===== config.mk =====
export PLATFORM = sky130hd
export DESIGN_NAME = dnn2ami_wr_path_flat
export DESIGN_NICKNAME = d
export VERILOG_FILES = /design/src/rtl/dnn2ami_wr_path_pkg.sv /design/src/rtl/dnn2ami_wr_path_if.sv /design/src/rtl/dnn2ami_wr_path_counter64.sv /design/src/rtl/dnn2ami_wr_path_fifo.sv /design/src/rtl/dnn2ami_wr_path.sv /design/src/flat_wrapper.sv
export SDC_FILE = /design/constraint.sdc
export NUM_CORES = 2
export LEC_CHECK = 0
export CORE_UTILIZATION = 40
export DETAILED_ROUTE_END_ITERATION = 12
export SLEW_MARGIN = 10
export SYNTH_ARGS = -nofsm -noshare
export SYNTH_HDL_FRONTEND = slang
export SYNTH_SLANG_ARGS = --single-unit

===== constraint.sdc =====
create_clock -name clk -period 18.64 [get_ports clk]
set_input_delay 5.592 -clock clk [delete_from_list [all_inputs] [get_ports clk]]
set_output_delay 5.592 -clock clk [all_outputs]
set_load 0.02 [all_outputs]

===== src/rtl/dnn2ami_wr_path_pkg.sv =====
// -----------------------------------------------------------------------------
// dnn2ami_wr_path_pkg
// Shared constants for the DNN-to-AMI write bridge:
//   - AMI request field layout (valid | isWrite | addr64 | data64 | size64,
//     packed from bit 0 upward) and its total width AMI_REQ_W.
//   - Macro request entry layout (valid | isWrite | addr | size | pu_id | ts);
//     the variable-width fields are located with the helper functions so the
//     top can size them from its own parameters.
//   - Beat size in bytes and the write-path FSM state type.
// -----------------------------------------------------------------------------
package dnn2ami_wr_path_pkg;

    localparam int BEAT_BYTES = 8;

    localparam int AMI_VALID_BIT   = 0;
    localparam int AMI_ISWRITE_BIT = 1;
    localparam int AMI_ADDR_LSB    = 2;
    localparam int AMI_ADDR_W      = 64;
    localparam int AMI_DATA_LSB    = AMI_ADDR_LSB + AMI_ADDR_W;
    localparam int AMI_DATA_W      = 64;
    localparam int AMI_SIZE_LSB    = AMI_DATA_LSB + AMI_DATA_W;
    localparam int AMI_SIZE_W      = 64;
    localparam int AMI_REQ_W       = AMI_SIZE_LSB + AMI_SIZE_W;

    localparam int MACRO_VALID_BIT   = 0;
    localparam int MACRO_ISWRITE_BIT = 1;
    localparam int MACRO_ADDR_LSB    = 2;
    localparam int TS_W              = 64;

    function automatic int macro_size_lsb(int addr_w);
        return MACRO_ADDR_LSB + addr_w;
    endfunction

    function automatic int macro_pu_lsb(int addr_w, int size_w);
        return macro_size_lsb(addr_w) + size_w;
    endfunction

    function automatic int macro_ts_lsb(int addr_w, int size_w, int pu_w);
        return macro_pu_lsb(addr_w, size_w) + pu_w;
    endfunction

    function automatic int macro_w(int addr_w, int size_w, int pu_w);
        return macro_ts_lsb(addr_w, size_w, pu_w) + TS_W;
    endfunction

    typedef enum logic {
        WR_IDLE   = 1'b0,
        WR_ACTIVE = 1'b1
    } wr_state_e;

endpackage


===== src/rtl/dnn2ami_wr_path_if.sv =====
// -----------------------------------------------------------------------------
// dnn2ami_wr_path_if
// AMI request channel between the write bridge and the shared request arbiter.
//   reqValid      head of the bridge's request queue is valid
//   reqOut        head request (AMI_REQ_W bits)
//   reqOut_grant  arbiter accepts the head this cycle
// Modports: master = bridge (drives request), slave = arbiter (drives grant).
// -----------------------------------------------------------------------------
interface dnn2ami_wr_path_if;
    import dnn2ami_wr_path_pkg::*;

    logic                 reqValid;
    logic                 reqOut_grant;
    logic [AMI_REQ_W-1:0] reqOut;

    modport master (output reqValid, output reqOut, input reqOut_grant);
    modport slave  (input reqValid, input reqOut, output reqOut_grant);
endinterface


===== src/rtl/dnn2ami_wr_path_counter64.sv =====
// -----------------------------------------------------------------------------
// dnn2ami_wr_path_counter64
// Free-running 64-bit cycle counter, cleared by reset.
//   clk, rst  clock / asynchronous active-high reset
//   count     current cycle count
// -----------------------------------------------------------------------------
module dnn2ami_wr_path_counter64 (
    input  logic        clk,
    input  logic        rst,
    output logic [63:0] count
);
    always_ff @(posedge clk or posedge rst) begin
        if (rst) count <= '0;
        else     count <= count + 64'd1;
    end
endmodule


===== src/rtl/dnn2ami_wr_path_fifo.sv =====
// -----------------------------------------------------------------------------
// dnn2ami_wr_path_fifo
// Show-ahead synchronous FIFO of 2**LOG_DEPTH entries.
//   wr_en/wr_data  push (ignored when full unless a pop happens the same cycle)
//   rd_en          pop the head (ignored when empty)
//   rd_data        current head, valid whenever !empty
//   full/empty     occupancy flags
// -----------------------------------------------------------------------------
module dnn2ami_wr_path_fifo #(
    parameter int WIDTH     = 8,
    parameter int LOG_DEPTH = 3
) (
    input  logic             clk,
    input  logic             rst,
    input  logic             wr_en,
    input  logic [WIDTH-1:0] wr_data,
    input  logic             rd_en,
    output logic [WIDTH-1:0] rd_data,
    output logic             full,
    output logic             empty
);
    localparam int DEPTH = 1 << LOG_DEPTH;

    logic [WIDTH-1:0]     mem [DEPTH];
    logic [LOG_DEPTH-1:0] wr_ptr;
    logic [LOG_DEPTH-1:0] rd_ptr;
    logic [LOG_DEPTH:0]   count;
    logic                 do_wr;
    logic                 do_rd;

    assign empty = (count == '0);
    assign full  = (count == (LOG_DEPTH+1)'(DEPTH));
    assign do_rd = rd_en && !empty;
    // A full queue still accepts a push when the head leaves in the same cycle.
    assign do_wr = wr_en && (!full || do_rd);

    always_ff @(posedge clk or posedge rst) begin
        if (rst) begin
            wr_ptr <= '0;
            rd_ptr <= '0;
            count  <= '0;
        end else begin
            if (do_wr) wr_ptr <= wr_ptr + 1'b1;
            if (do_rd) rd_ptr <= rd_ptr + 1'b1;
            case ({do_wr, do_rd})
                2'b10:   count <= count + 1'b1;
                2'b01:   count <= count - 1'b1;
                default: count <= count;
            endcase
        end
    end

    always_ff @(posedge clk) begin
        if (do_wr) mem[wr_ptr] <= wr_data;
    end

    assign rd_data = mem[rd_ptr];
endmodule


===== src/rtl/dnn2ami_wr_path.sv =====
// -----------------------------------------------------------------------------
// dnn2ami_wr_path
// Write-side bridge from DNN output buffers to the AMI request port. Macro
// write requests (PU, base address, beat count) are queued, then fractured
// into 8-byte AMI write requests whose data is popped from the chosen PU's
// output buffer; those requests leave through a valid/grant request queue.
//   clk, rst           clock / asynchronous active-high reset
//   wr_req ... wr_addr macro request strobe and fields
//   outbuf_empty       per-PU output buffer empty
//   data_from_outbuf   PU p data at [(p+1)*AXI_DATA_WIDTH-1 : p*AXI_DATA_WIDTH]
//   write_valid        accepted and ignored
//   outbuf_pop         one-hot combinational pop of the active PU buffer
//   ami                AMI request channel (reqValid / reqOut / reqOut_grant)
//   wr_ready           nothing queued, active or pending
//   wr_done            one-cycle pulse when a macro request retires
// -----------------------------------------------------------------------------
module dnn2ami_wr_path
    import dnn2ami_wr_path_pkg::*;
#(
    parameter int NUM_PU            = 2,
    parameter int AXI_ADDR_WIDTH    = 32,
    parameter int AXI_DATA_WIDTH    = 64,
    parameter int TX_SIZE_WIDTH     = 10,
    parameter int NUM_PU_W          = $clog2(NUM_PU) + 1,
    parameter int MACRO_Q_LOG_DEPTH = 3,
    parameter int REQ_Q_LOG_DEPTH   = 4
) (
    input  logic                             clk,
    input  logic                             rst,
    input  logic                             wr_req,
    input  logic [NUM_PU_W-1:0]              wr_pu_id,
    input  logic [TX_SIZE_WIDTH-1:0]         wr_req_size,
    input  logic [AXI_ADDR_WIDTH-1:0]        wr_addr,
    input  logic [NUM_PU-1:0]                outbuf_empty,
    input  logic [NUM_PU*AXI_DATA_WIDTH-1:0] data_from_outbuf,
    input  logic [NUM_PU-1:0]                write_valid,
    output logic [NUM_PU-1:0]                outbuf_pop,
    dnn2ami_wr_path_if.master                ami,
    output logic                             wr_ready,
    output logic                             wr_done
);
    localparam int SIZE_LSB = macro_size_lsb(AXI_ADDR_WIDTH);
    localparam int PU_LSB   = macro_pu_lsb(AXI_ADDR_WIDTH, TX_SIZE_WIDTH);
    localparam int TS_LSB   = macro_ts_lsb(AXI_ADDR_WIDTH, TX_SIZE_WIDTH, NUM_PU_W);
    localparam int MACRO_W  = macro_w(AXI_ADDR_WIDTH, TX_SIZE_WIDTH, NUM_PU_W);

    logic [63:0]               timestamp;
    logic [MACRO_W-1:0]        mq_wdata, mq_rdata;
    logic                      mq_full, mq_empty, mq_rd;
    logic [AMI_REQ_W-1:0]      rq_wdata, rq_rdata;
    logic                      rq_full, rq_empty, rq_rd;

    wr_state_e                 state, state_nxt;
    logic [AXI_ADDR_WIDTH-1:0] address, address_nxt;
    logic [TX_SIZE_WIDTH-1:0]  requests_left, left_nxt;
    logic [NUM_PU_W-1:0]       pu_id, pu_nxt;
    logic                      done_nxt;
    logic                      beat_fire;
    logic                      buf_avail;
    logic [AXI_DATA_WIDTH-1:0] buf_data;
    logic                      unused_bits;

    dnn2ami_wr_path_counter64 u_ts (.clk(clk), .rst(rst), .count(timestamp));

    always_comb begin
        mq_wdata = '0;
        mq_wdata[MACRO_VALID_BIT]                 = wr_req;
        mq_wdata[MACRO_ISWRITE_BIT]               = 1'b1;
        mq_wdata[MACRO_ADDR_LSB +: AXI_ADDR_WIDTH] = wr_addr;
        mq_wdata[SIZE_LSB +: TX_SIZE_WIDTH]       = wr_req_size;
        mq_wdata[PU_LSB +: NUM_PU_W]              = wr_pu_id;
        mq_wdata[TS_LSB +: TS_W]                  = timestamp;
    end

    dnn2ami_wr_path_fifo #(.WIDTH(MACRO_W), .LOG_DEPTH(MACRO_Q_LOG_DEPTH)) u_macro_q (
        .clk(clk), .rst(rst),
        .wr_en(wr_req && !mq_full), .wr_data(mq_wdata),
        .rd_en(mq_rd), .rd_data(mq_rdata),
        .full(mq_full), .empty(mq_empty)
    );

    // Buffer of the active PU. An out-of-range PU id never reports data, so
    // such a macro stalls rather than reading a nonexistent buffer.
    always_comb begin
        buf_avail  = 1'b0;
        buf_data   = '0;
        outbuf_pop = '0;
        for (int p = 0; p < NUM_PU; p++) begin
            if (int'(pu_id) == p) begin
                buf_avail     = !outbuf_empty[p];
                buf_data      = data_from_outbuf[p*AXI_DATA_WIDTH +: AXI_DATA_WIDTH];
                outbuf_pop[p] = beat_fire;
            end
        end
    end

    always_ff @(posedge clk or posedge rst) begin
        if (rst) begin
            state         <= WR_IDLE;
            address       <= '0;
            requests_left <= '0;
            pu_id         <= '0;
            wr_done       <= 1'b0;
        end else begin
            state         <= state_nxt;
            address       <= address_nxt;
            requests_left <= left_nxt;
            pu_id         <= pu_nxt;
            wr_done       <= done_nxt;
        end
    end

    always_comb begin
        state_nxt   = state;
        address_nxt = address;
        left_nxt    = requests_left;
        pu_nxt      = pu_id;
        done_nxt    = 1'b0;
        mq_rd       = 1'b0;
        beat_fire   = 1'b0;
        case (state)
            WR_IDLE: begin
                if (!mq_empty) begin
                    mq_rd       = 1'b1;
                    address_nxt = mq_rdata[MACRO_ADDR_LSB +: AXI_ADDR_WIDTH];
                    left_nxt    = mq_rdata[SIZE_LSB +: TX_SIZE_WIDTH];
                    pu_nxt      = mq_rdata[PU_LSB +: NUM_PU_W];
                    state_nxt   = WR_ACTIVE;
                end
            end
            WR_ACTIVE: begin
                if (requests_left == '0) begin
                    // Zero-beat macro retires without touching any buffer.
                    done_nxt  = 1'b1;
                    state_nxt = WR_IDLE;
                end else if (buf_avail && !rq_full) begin
                    beat_fire   = 1'b1;
                    address_nxt = address + AXI_ADDR_WIDTH'(BEAT_BYTES);
                    left_nxt    = requests_left - 1'b1;
                    if (requests_left == TX_SIZE_WIDTH'(1)) begin
                        done_nxt  = 1'b1;
                        state_nxt = WR_IDLE;
                    end
                end
            end
            default: state_nxt = WR_IDLE;
        endcase
    end

    always_comb begin
        rq_wdata = '0;
        rq_wdata[AMI_VALID_BIT]               = 1'b1;
        rq_wdata[AMI_ISWRITE_BIT]             = 1'b1;
        rq_wdata[AMI_ADDR_LSB +: AMI_ADDR_W]  = AMI_ADDR_W'(address);
        rq_wdata[AMI_DATA_LSB +: AMI_DATA_W]  = AMI_DATA_W'(buf_data);
        rq_wdata[AMI_SIZE_LSB +: AMI_SIZE_W]  = AMI_SIZE_W'(BEAT_BYTES);
    end

    dnn2ami_wr_path_fifo #(.WIDTH(AMI_REQ_W), .LOG_DEPTH(REQ_Q_LOG_DEPTH)) u_req_q (
        .clk(clk), .rst(rst),
        .wr_en(beat_fire), .wr_data(rq_wdata),
        .rd_en(rq_rd), .rd_data(rq_rdata),
        .full(rq_full), .empty(rq_empty)
    );

    assign ami.reqValid = !rq_empty && rq_rdata[AMI_VALID_BIT];
    assign ami.reqOut   = rq_rdata;
    assign rq_rd        = ami.reqValid && ami.reqOut_grant;

    assign wr_ready = mq_empty && (state == WR_IDLE) && rq_empty;

    // Timestamp and entry flags are carried for debug visibility only.
    assign unused_bits = ^{write_valid, mq_rdata[MACRO_VALID_BIT],
                           mq_rdata[MACRO_ISWRITE_BIT], mq_rdata[TS_LSB +: TS_W]};
endmodule


===== src/flat_wrapper.sv =====
// flat-port wrapper written by rule: the top's interface ports become plain ports
module dnn2ami_wr_path_flat import dnn2ami_wr_path_pkg::*;
#(
    parameter int NUM_PU            = 2,
    parameter int AXI_ADDR_WIDTH    = 32,
    parameter int AXI_DATA_WIDTH    = 64,
    parameter int TX_SIZE_WIDTH     = 10,
    parameter int NUM_PU_W          = $clog2(NUM_PU) + 1,
    parameter int MACRO_Q_LOG_DEPTH = 3,
    parameter int REQ_Q_LOG_DEPTH   = 4
)
  (clk, rst, wr_req, wr_pu_id, wr_req_size, wr_addr, outbuf_empty, data_from_outbuf, write_valid, outbuf_pop, wr_ready, wr_done, ami_reqValid, ami_reqOut, ami_reqOut_grant);
  dnn2ami_wr_path_if ami_i ();
  input  logic clk;
  input  logic rst;
  input  logic wr_req;
  input  logic [NUM_PU_W-1:0] wr_pu_id;
  input  logic [TX_SIZE_WIDTH-1:0] wr_req_size;
  input  logic [AXI_ADDR_WIDTH-1:0] wr_addr;
  input  logic [NUM_PU-1:0] outbuf_empty;
  input  logic [NUM_PU*AXI_DATA_WIDTH-1:0] data_from_outbuf;
  input  logic [NUM_PU-1:0] write_valid;
  output logic [NUM_PU-1:0] outbuf_pop;
  output logic wr_ready;
  output logic wr_done;
  output wire logic [$bits(ami_i.reqValid)-1:0] ami_reqValid;
  output wire logic [$bits(ami_i.reqOut)-1:0] ami_reqOut;
  input wire logic [$bits(ami_i.reqOut_grant)-1:0] ami_reqOut_grant;
  assign ami_reqValid = ami_i.reqValid;
  assign ami_reqOut = ami_i.reqOut;
  assign ami_i.reqOut_grant = ami_reqOut_grant;
  dnn2ami_wr_path #(.NUM_PU(NUM_PU), .AXI_ADDR_WIDTH(AXI_ADDR_WIDTH), .AXI_DATA_WIDTH(AXI_DATA_WIDTH), .TX_SIZE_WIDTH(TX_SIZE_WIDTH), .NUM_PU_W(NUM_PU_W), .MACRO_Q_LOG_DEPTH(MACRO_Q_LOG_DEPTH), .REQ_Q_LOG_DEPTH(REQ_Q_LOG_DEPTH)) u_core (.clk(clk), .rst(rst), .wr_req(wr_req), .wr_pu_id(wr_pu_id), .wr_req_size(wr_req_size), .wr_addr(wr_addr), .outbuf_empty(outbuf_empty), .data_from_outbuf(data_from_outbuf), .write_valid(write_valid), .outbuf_pop(outbuf_pop), .ami(ami_i), .wr_ready(wr_ready), .wr_done(wr_done));
endmodule

# Word-level counts from Yosys, hierarchy flattened
# Memories as Yosys holds them, arrays and structs flattened.
# Cells that the tools add are included.
[classes]
add_sub_neg = 11
n_mul = 0
n_div = 0
n_lt_le_gt_ge = 0
n_eq_ne = 11
n_shift = 0
mux = 33
bitwise = 2
n_reduce_logical = 26
[op_table]
columns = ["operator", "count"]
rows = [
  ["$mux W64", 2],
  ["$mux W32", 3],
  ["$add A64 B1 Y64 const B", 1],
  ["$pmux W32 S2", 1],
  ["$add A32 B4 Y32 const B", 1],
  ["$mux W10", 3],
  ["$mux W1", 20],
  ["$pmux W10 S2", 1],
  ["$add A4 B1 Y4 const B", 3],
  ["$eq A10 B1 Y1 const B", 1],
  ["$logic_not A10 Y1", 1],
  ["$pmux W5 S2", 1],
  ["$sub A10 B1 Y10 const B", 1],
  ["$logic_and A1 B1 Y1", 9],
  ["$pmux W4 S2", 1],
  ["$add A3 B1 Y3 const B", 2],
  ["$eq A2 B2 Y1 const B", 3],
  ["$logic_not A1 Y1", 6],
  ["$ne A2 B2 Y1 const B", 3],
  ["$add A5 B1 Y5 const B", 1],
  ["$eq A5 B5 Y1 const B", 1],
  ["$logic_not A5 Y1", 1],
  ["$sub A5 B1 Y5 const B", 1],
  ["$eq A2 B1 Y1 const B", 2],
  ["other kinds (11)", 14],
]
[totals]
regBits = 133
latch_bits = 0
ram_bits = 2408
rom_bits = 0
inputBits = 180
out_inout_bits = 199
word_cells = 97
mem_count = 2
[mem_list]
columns = ["memory", "words", "width", "read_ports", "rd_clocked_by_memory_dff", "wr", "line", "rtl"]
rows = [
  ["u_core.u_req_q.mem", 16, 96, 1, 0, 1, "dnn2ami_wr_path_fifo.sv:24", "logic [WIDTH-1:0] mem [DEPTH];"],
  ["u_core.u_macro_q.mem", 8, 109, 1, 0, 1, "dnn2ami_wr_path_fifo.sv:24", ""],
]

# Depth between registers and ports, before layout
[logic_depth]
ltp_word = 10
mapped_depth = 14
ltp_nobuf = 13

# By module
# Synthesis repeated with hierarchy kept, for this count alone.
[hier_totals]
cells_unflattened = 6938
hier_area_um2 = 157165.7
[modules_own_cells]
columns = ["module", "instances", "cells_per_inst", "area_per_inst_um2", "seq_area_each_um2"]
rows = [
  ["dnn2ami_wr_path_fifo (u_core.u_req_q)", 1, 4840, 116455.4, 93534.7],
  ["dnn2ami_wr_path_fifo (u_core.u_macro_q)", 1, 1344, 33816.2, 26675.6],
  ["dnn2ami_wr_path", 1, 480, 3821.2, 1151.1],
  ["dnn2ami_wr_path_counter64", 1, 274, 3072.9, 1601.5],
]

# Least setup slack after synthesis
# No wires, ideal clock.
[synth_path]
kind = "input to register"
from = "in outbuf_empty[1]"
to = "mem u_core.u_req_q.mem[5][0] in the netlist's numbering (enable)"
setup_ps = 688
arrival_ps = 13712
required_ps = 17952
slack_ps = 4240
path_stages = 6
path_buffers = 1
path_cell_list = "and2_4 a2111o_1 nor2_2 buf_4 nand2_1 nor3b_1"
[synth_via]
elab_chain_len = 9
[synth_rtl]
columns = ["element", "line", "rtl"]
rows = [
  ["start, declared", "flat_wrapper.sv:20", "input logic [NUM_PU-1:0] outbuf_empty;"],
  ["$logic_not A1 Y1", "dnn2ami_wr_path.sv:90", "buf_avail = !outbuf_empty[p];"],
  ["$mux W1", "dnn2ami_wr_path.sv:89", "if (int'(pu_id) == p) begin"],
  ["$logic_and A1 B1 Y1", "dnn2ami_wr_path.sv:136", "end else if (buf_avail && !rq_full) begin"],
  ["$mux W1", "dnn2ami_wr_path.sv:136", ""],
  ["$mux W1", "dnn2ami_wr_path.sv:132", "if (requests_left == '0) begin"],
  ["$mux W1", "dnn2ami_wr_path.sv:121", "case (state)"],
  ["$logic_and A1 B1 Y1", "dnn2ami_wr_path_fifo.sv:35", "assign do_wr = wr_en && (!full || do_rd);"],
  ["$mux W1", "dnn2ami_wr_path_fifo.sv:54", "if (do_wr) mem[wr_ptr] <= wr_data;"],
  ["$mux W1 (implied by the code)", "dnn2ami_wr_path_fifo.sv:54", ""],
  ["end, declared", "dnn2ami_wr_path_fifo.sv:24", ""],
]
# No other way between the ends.

# Worst setup path in the final report
[layout_path]
from = "in outbuf_empty[1]"
to = "out outbuf_pop[0]"
[layout_via]
elab_chain_len = 7
[layout_rtl]
columns = ["element", "line", "rtl"]
rows = [
  ["$logic_not A1 Y1", "dnn2ami_wr_path.sv:90", ""],
  ["$mux W1", "dnn2ami_wr_path.sv:89", ""],
  ["$logic_and A1 B1 Y1", "dnn2ami_wr_path.sv:136", ""],
  ["$mux W1", "dnn2ami_wr_path.sv:136", ""],
  ["$mux W1", "dnn2ami_wr_path.sv:132", ""],
  ["$mux W1", "dnn2ami_wr_path.sv:121", ""],
  ["$mux W1", "dnn2ami_wr_path.sv:89", ""],
  ["end, declared", "flat_wrapper.sv:23", "output logic [NUM_PU-1:0] outbuf_pop;"],
]
# No other way between the ends.

==> flow_metrics.env <==
export IMPL_io_pin_count=379
export IMPL_cts_resized=0
export IMPL_synth_most_common_cell="edfxtp_1"
export IMPL_crit_slowest_cell="clkdlybuf4s50_1"
export IMPL_cts_buffers=199
export IMPL_critPathTopFamily="buffers and inverters"
export IMPL_yosys_top_cells_count="1,888 x edfxtp_1, 568 x mux4_2, 103 x buf_4"
export IMPL_ys_ff_latch=1957
export IMPL_cts_tree="done"
export IMPL_fillers=15583
export IMPL_p_per_area_mw_per_mm2=165
export IMPL_clkTransAtPathRegs_ns=0.06
export IMPL_yosysTopAreaCell="edfxtp_1"
export IMPL_netlist_area_sq_mm=0.0764
export IMPL_cts_buffer_depth=3
export IMPL_drt_pass1_iter_count=5
export IMPL_grt_usage=0.181
export IMPL_crit_top_cell="clkdlybuf4s50_1"
export IMPL_grt_pass1_wl_um=254000
export IMPL_r2r_cells=8
export IMPL_place_ws_ns=4.60
export IMPL_synth_cells=3354
export IMPL_antenna_found_initial=8
export IMPL_routed_wl_um=175000
export IMPL_clock_sinks=1957
export IMPL_setup_violations=0
export IMPL_drt_iter0_drc=3132
export IMPL_cp_depth=7
export IMPL_ys_top_cells_by_area="edfxtp_1 74%, mux4_2 17%, dfrtp_1 2.3%, mux2i_1 1.0%, buf_4 1.0%"
export IMPL_die_x_um=439
export IMPL_status="completed"
export IMPL_overflow=0
export IMPL_ff2ff_setup_slack_ns=13.62
export IMPL_seqCellArea_sq_mm=0.0585
export IMPL_antenna_cells=0
export IMPL_insertion_delay_ns=0.83
export IMPL_worst_pin_slew_ns=1.13
export IMPL_drv_slew=0
export IMPL_worst_path_buf_inv=3
export IMPL_ys_seq_area_frac=0.764
export IMPL_routabilityCongestion=0.721
export IMPL_grt_max_degree=161
export IMPL_initial_core_util=0.402
export IMPL_vdd_drop_max_mv=0.174
export IMPL_dr_total_vias=34961
export IMPL_place_hpwl_um=86800
export IMPL_cp_arrival_ns=8.48
export IMPL_crit_fanout=13
export IMPL_post_drt_wl_per_cell_um=27.4
export IMPL_power_w=0.0145
export IMPL_drive_above_1_share=0.249
export IMPL_holdWs_ns=0.503
export IMPL_placed_cells=6022
export IMPL_p_leak_nw=27.6
export IMPL_dieHeight_um=439
export IMPL_synth_distinct_cells=72
export IMPL_cp_start_kind="input pin"
export IMPL_yosysWarnings=0
export IMPL_port_buffers=278
export IMPL_finalHoldViolCount=0
export IMPL_period_minus_slack_ns=14.07
export IMPL_whs_path_depth=1
export IMPL_die_area_sq_mm=0.193
export IMPL_syn_avg_cell_area_sq_um=22.8
export IMPL_fin_ws_ns=4.57
export IMPL_min_path_type="flip-flop to flip-flop"
export IMPL_synth_edf_count=1888
export IMPL_cp_slowest_stage_delay_ns=0.67
export IMPL_ant_nets=0
export IMPL_final_setup_tns_ns=0
export IMPL_nNetsFinal=3911
export IMPL_netlist_area_leader_share=0.742
export IMPL_required_ns=13.05
export IMPL_layout_cells_non_filler=6384
export IMPL_endpoint_kind="primary output"
export IMPL_rows=160
export IMPL_path_cells="clkdlybuf4s50_1 -> and2_4 -> a2111o_1 -> nor2_2 -> inv_2 -> nor2_1 -> clkdlybuf4s50_1"
export IMPL_htree_levels=4
export IMPL_viasPerCell=5.48
export IMPL_core_area_sq_mm=0.190
export IMPL_critical_path_class="input pin to primary output"
export IMPL_cts_root_buffer="clkbuf_16"
export IMPL_cts_setup_buffers=0
export IMPL_fin_skew_ns=0.0330
export IMPL_finalCritPeriodShare=0.755
export IMPL_async_flop_share=0.0353
export IMPL_rsz0062_at_grt="false"
export IMPL_grt_pass1_vias=36458
export IMPL_relSlewSlack=0.247
export IMPL_max_freq_mhz=71.1
export IMPL_area_growth_pct=15.3
export IMPL_synthFlopType="edfxtp_1"
export IMPL_multi_input_area_sq_mm=0.0169
export IMPL_drcViolationCount=0
export IMPL_drv_cap=0
export IMPL_cts_hold_buf=0
## registers in the layout (all words and copies together) (netlist names), 3 cells and up
register / count
u_core.u_req_q.wr_ptr: 4
u_core.u_macro_q.mem: 352
u_core.u_req_q.rd_ptr: 4
u_core.address: 32
u_core.u_macro_q.rd_ptr: 3
u_core.u_macro_q.wr_ptr: 3
u_core.u_req_q.mem: 1536
u_core.requests_left: 10
u_core.u_req_q.count: 5
u_core.u_macro_q.count: 4
## cells in the final DEF, fill, tap and decap left out, types with 8 or more instances in the layout
cell type / n
edfxtp_1: 1888
mux4_2: 568
clkdlybuf4s50_1: 278
clkbuf_16: 200
conb_1: 98
nor2_1: 81
mux2i_1: 79
dfrtp_1: 60
nand2_1: 56
buf_4: 54
clkbuf_1: 46
clkinv_1: 42
a21oi_1: 42
clkinv_2: 39
o21ai_0: 37
inv_1: 18
ha_1: 18
nand3_1: 16
o22ai_1: 13
xnor2_1: 12
bufinv_16: 12
a31oi_1: 10
o22a_1: 10
nor3_1: 8
a22oi_1: 8
xor2_1: 8
dfrtp_4: 8
## per-layer routing
metal	up-vias	part of all wire	track usage
met2	965	0.51	0.304
met4	12	0.016	0.0398
met3	212	0.052	0.0299
met1	19060	0.42	0.249
li1	14712	-	-
met5	-	0.00045	0
## cell families after synthesis
group / count (synthesis) / share of synthesized area
buffers and inverters: 299 / 0.0211
muxes: 652 / 0.178
xor gates and xnor gates: 20 / 0.00229
adders and majority gates: 19 / 0.00321
other: 2 / 0.0000983
DFF: 1957 / 0.764
and+or+nand+nor: 236 / 0.0155
AOI/OAI and AO/OA: 169 / 0.0149
## report_power, final
group	leakage [nW]	total [W]	internal, W	switching [W]
registers	17.9	0.00633	0.00589	0.000441
clock network	3.06	0.00382	0.00216	0.00166
logic	6.62	0.00436	0.00194	0.00243
## path summary, 6_finish.rpt
path | from | endpoint
worst min-delay path | u_core.u_macro_q.count[3]$_DFFE_PP0P_ | u_core.u_macro_q.count[3]$_DFFE_PP0P_
max in group asynchronous | rst | u_core.u_macro_q.rd_ptr[0]$_DFFE_PP0N_
worst max register to register | u_core.pu_id[1]$_DFFE_PP0P_ | u_core.u_req_q.mem[10][65]$_DFFE_PP_
min in group asynchronous | rst | u_core.address[0]$_DFFE_PP0P_
worst max-delay path | outbuf_empty[1] | outbuf_pop[0]
worst min register to register | u_core.u_macro_q.count[3]$_DFFE_PP0P_ | u_core.u_macro_q.count[3]$_DFFE_PP0P_
## metrics by stage
| step | area [sq um] | utilization |
|---|---|---|
| 2_1_floorplan | 76800 | - |
| 3_3_place_gp | 81900 | 0.431 |
| 3_5_place_dp | 81900 | 0.431 |
| 4_1_cts | 88100 | 0.464 |
| 5_1_grt | 88100 | 0.464 |
| 6_report | 88100 | 0.464 |
## final cells by class
| type | count | share of cell area |
|---|---|---|
| flip-flops and latches | 1957 | 0.663 |
| multi-input cells | 1194 | 0.191 |
| clock buffers | 251 | 0.0595 |
| repair buffers | 339 | 0.0378 |
| well taps | 2511 | 0.0357 |
| clock inverters | 111 | 0.0113 |
| inverters | 21 | 0.000909 |
Note: power is estimated with default switching activity, not from simulation.
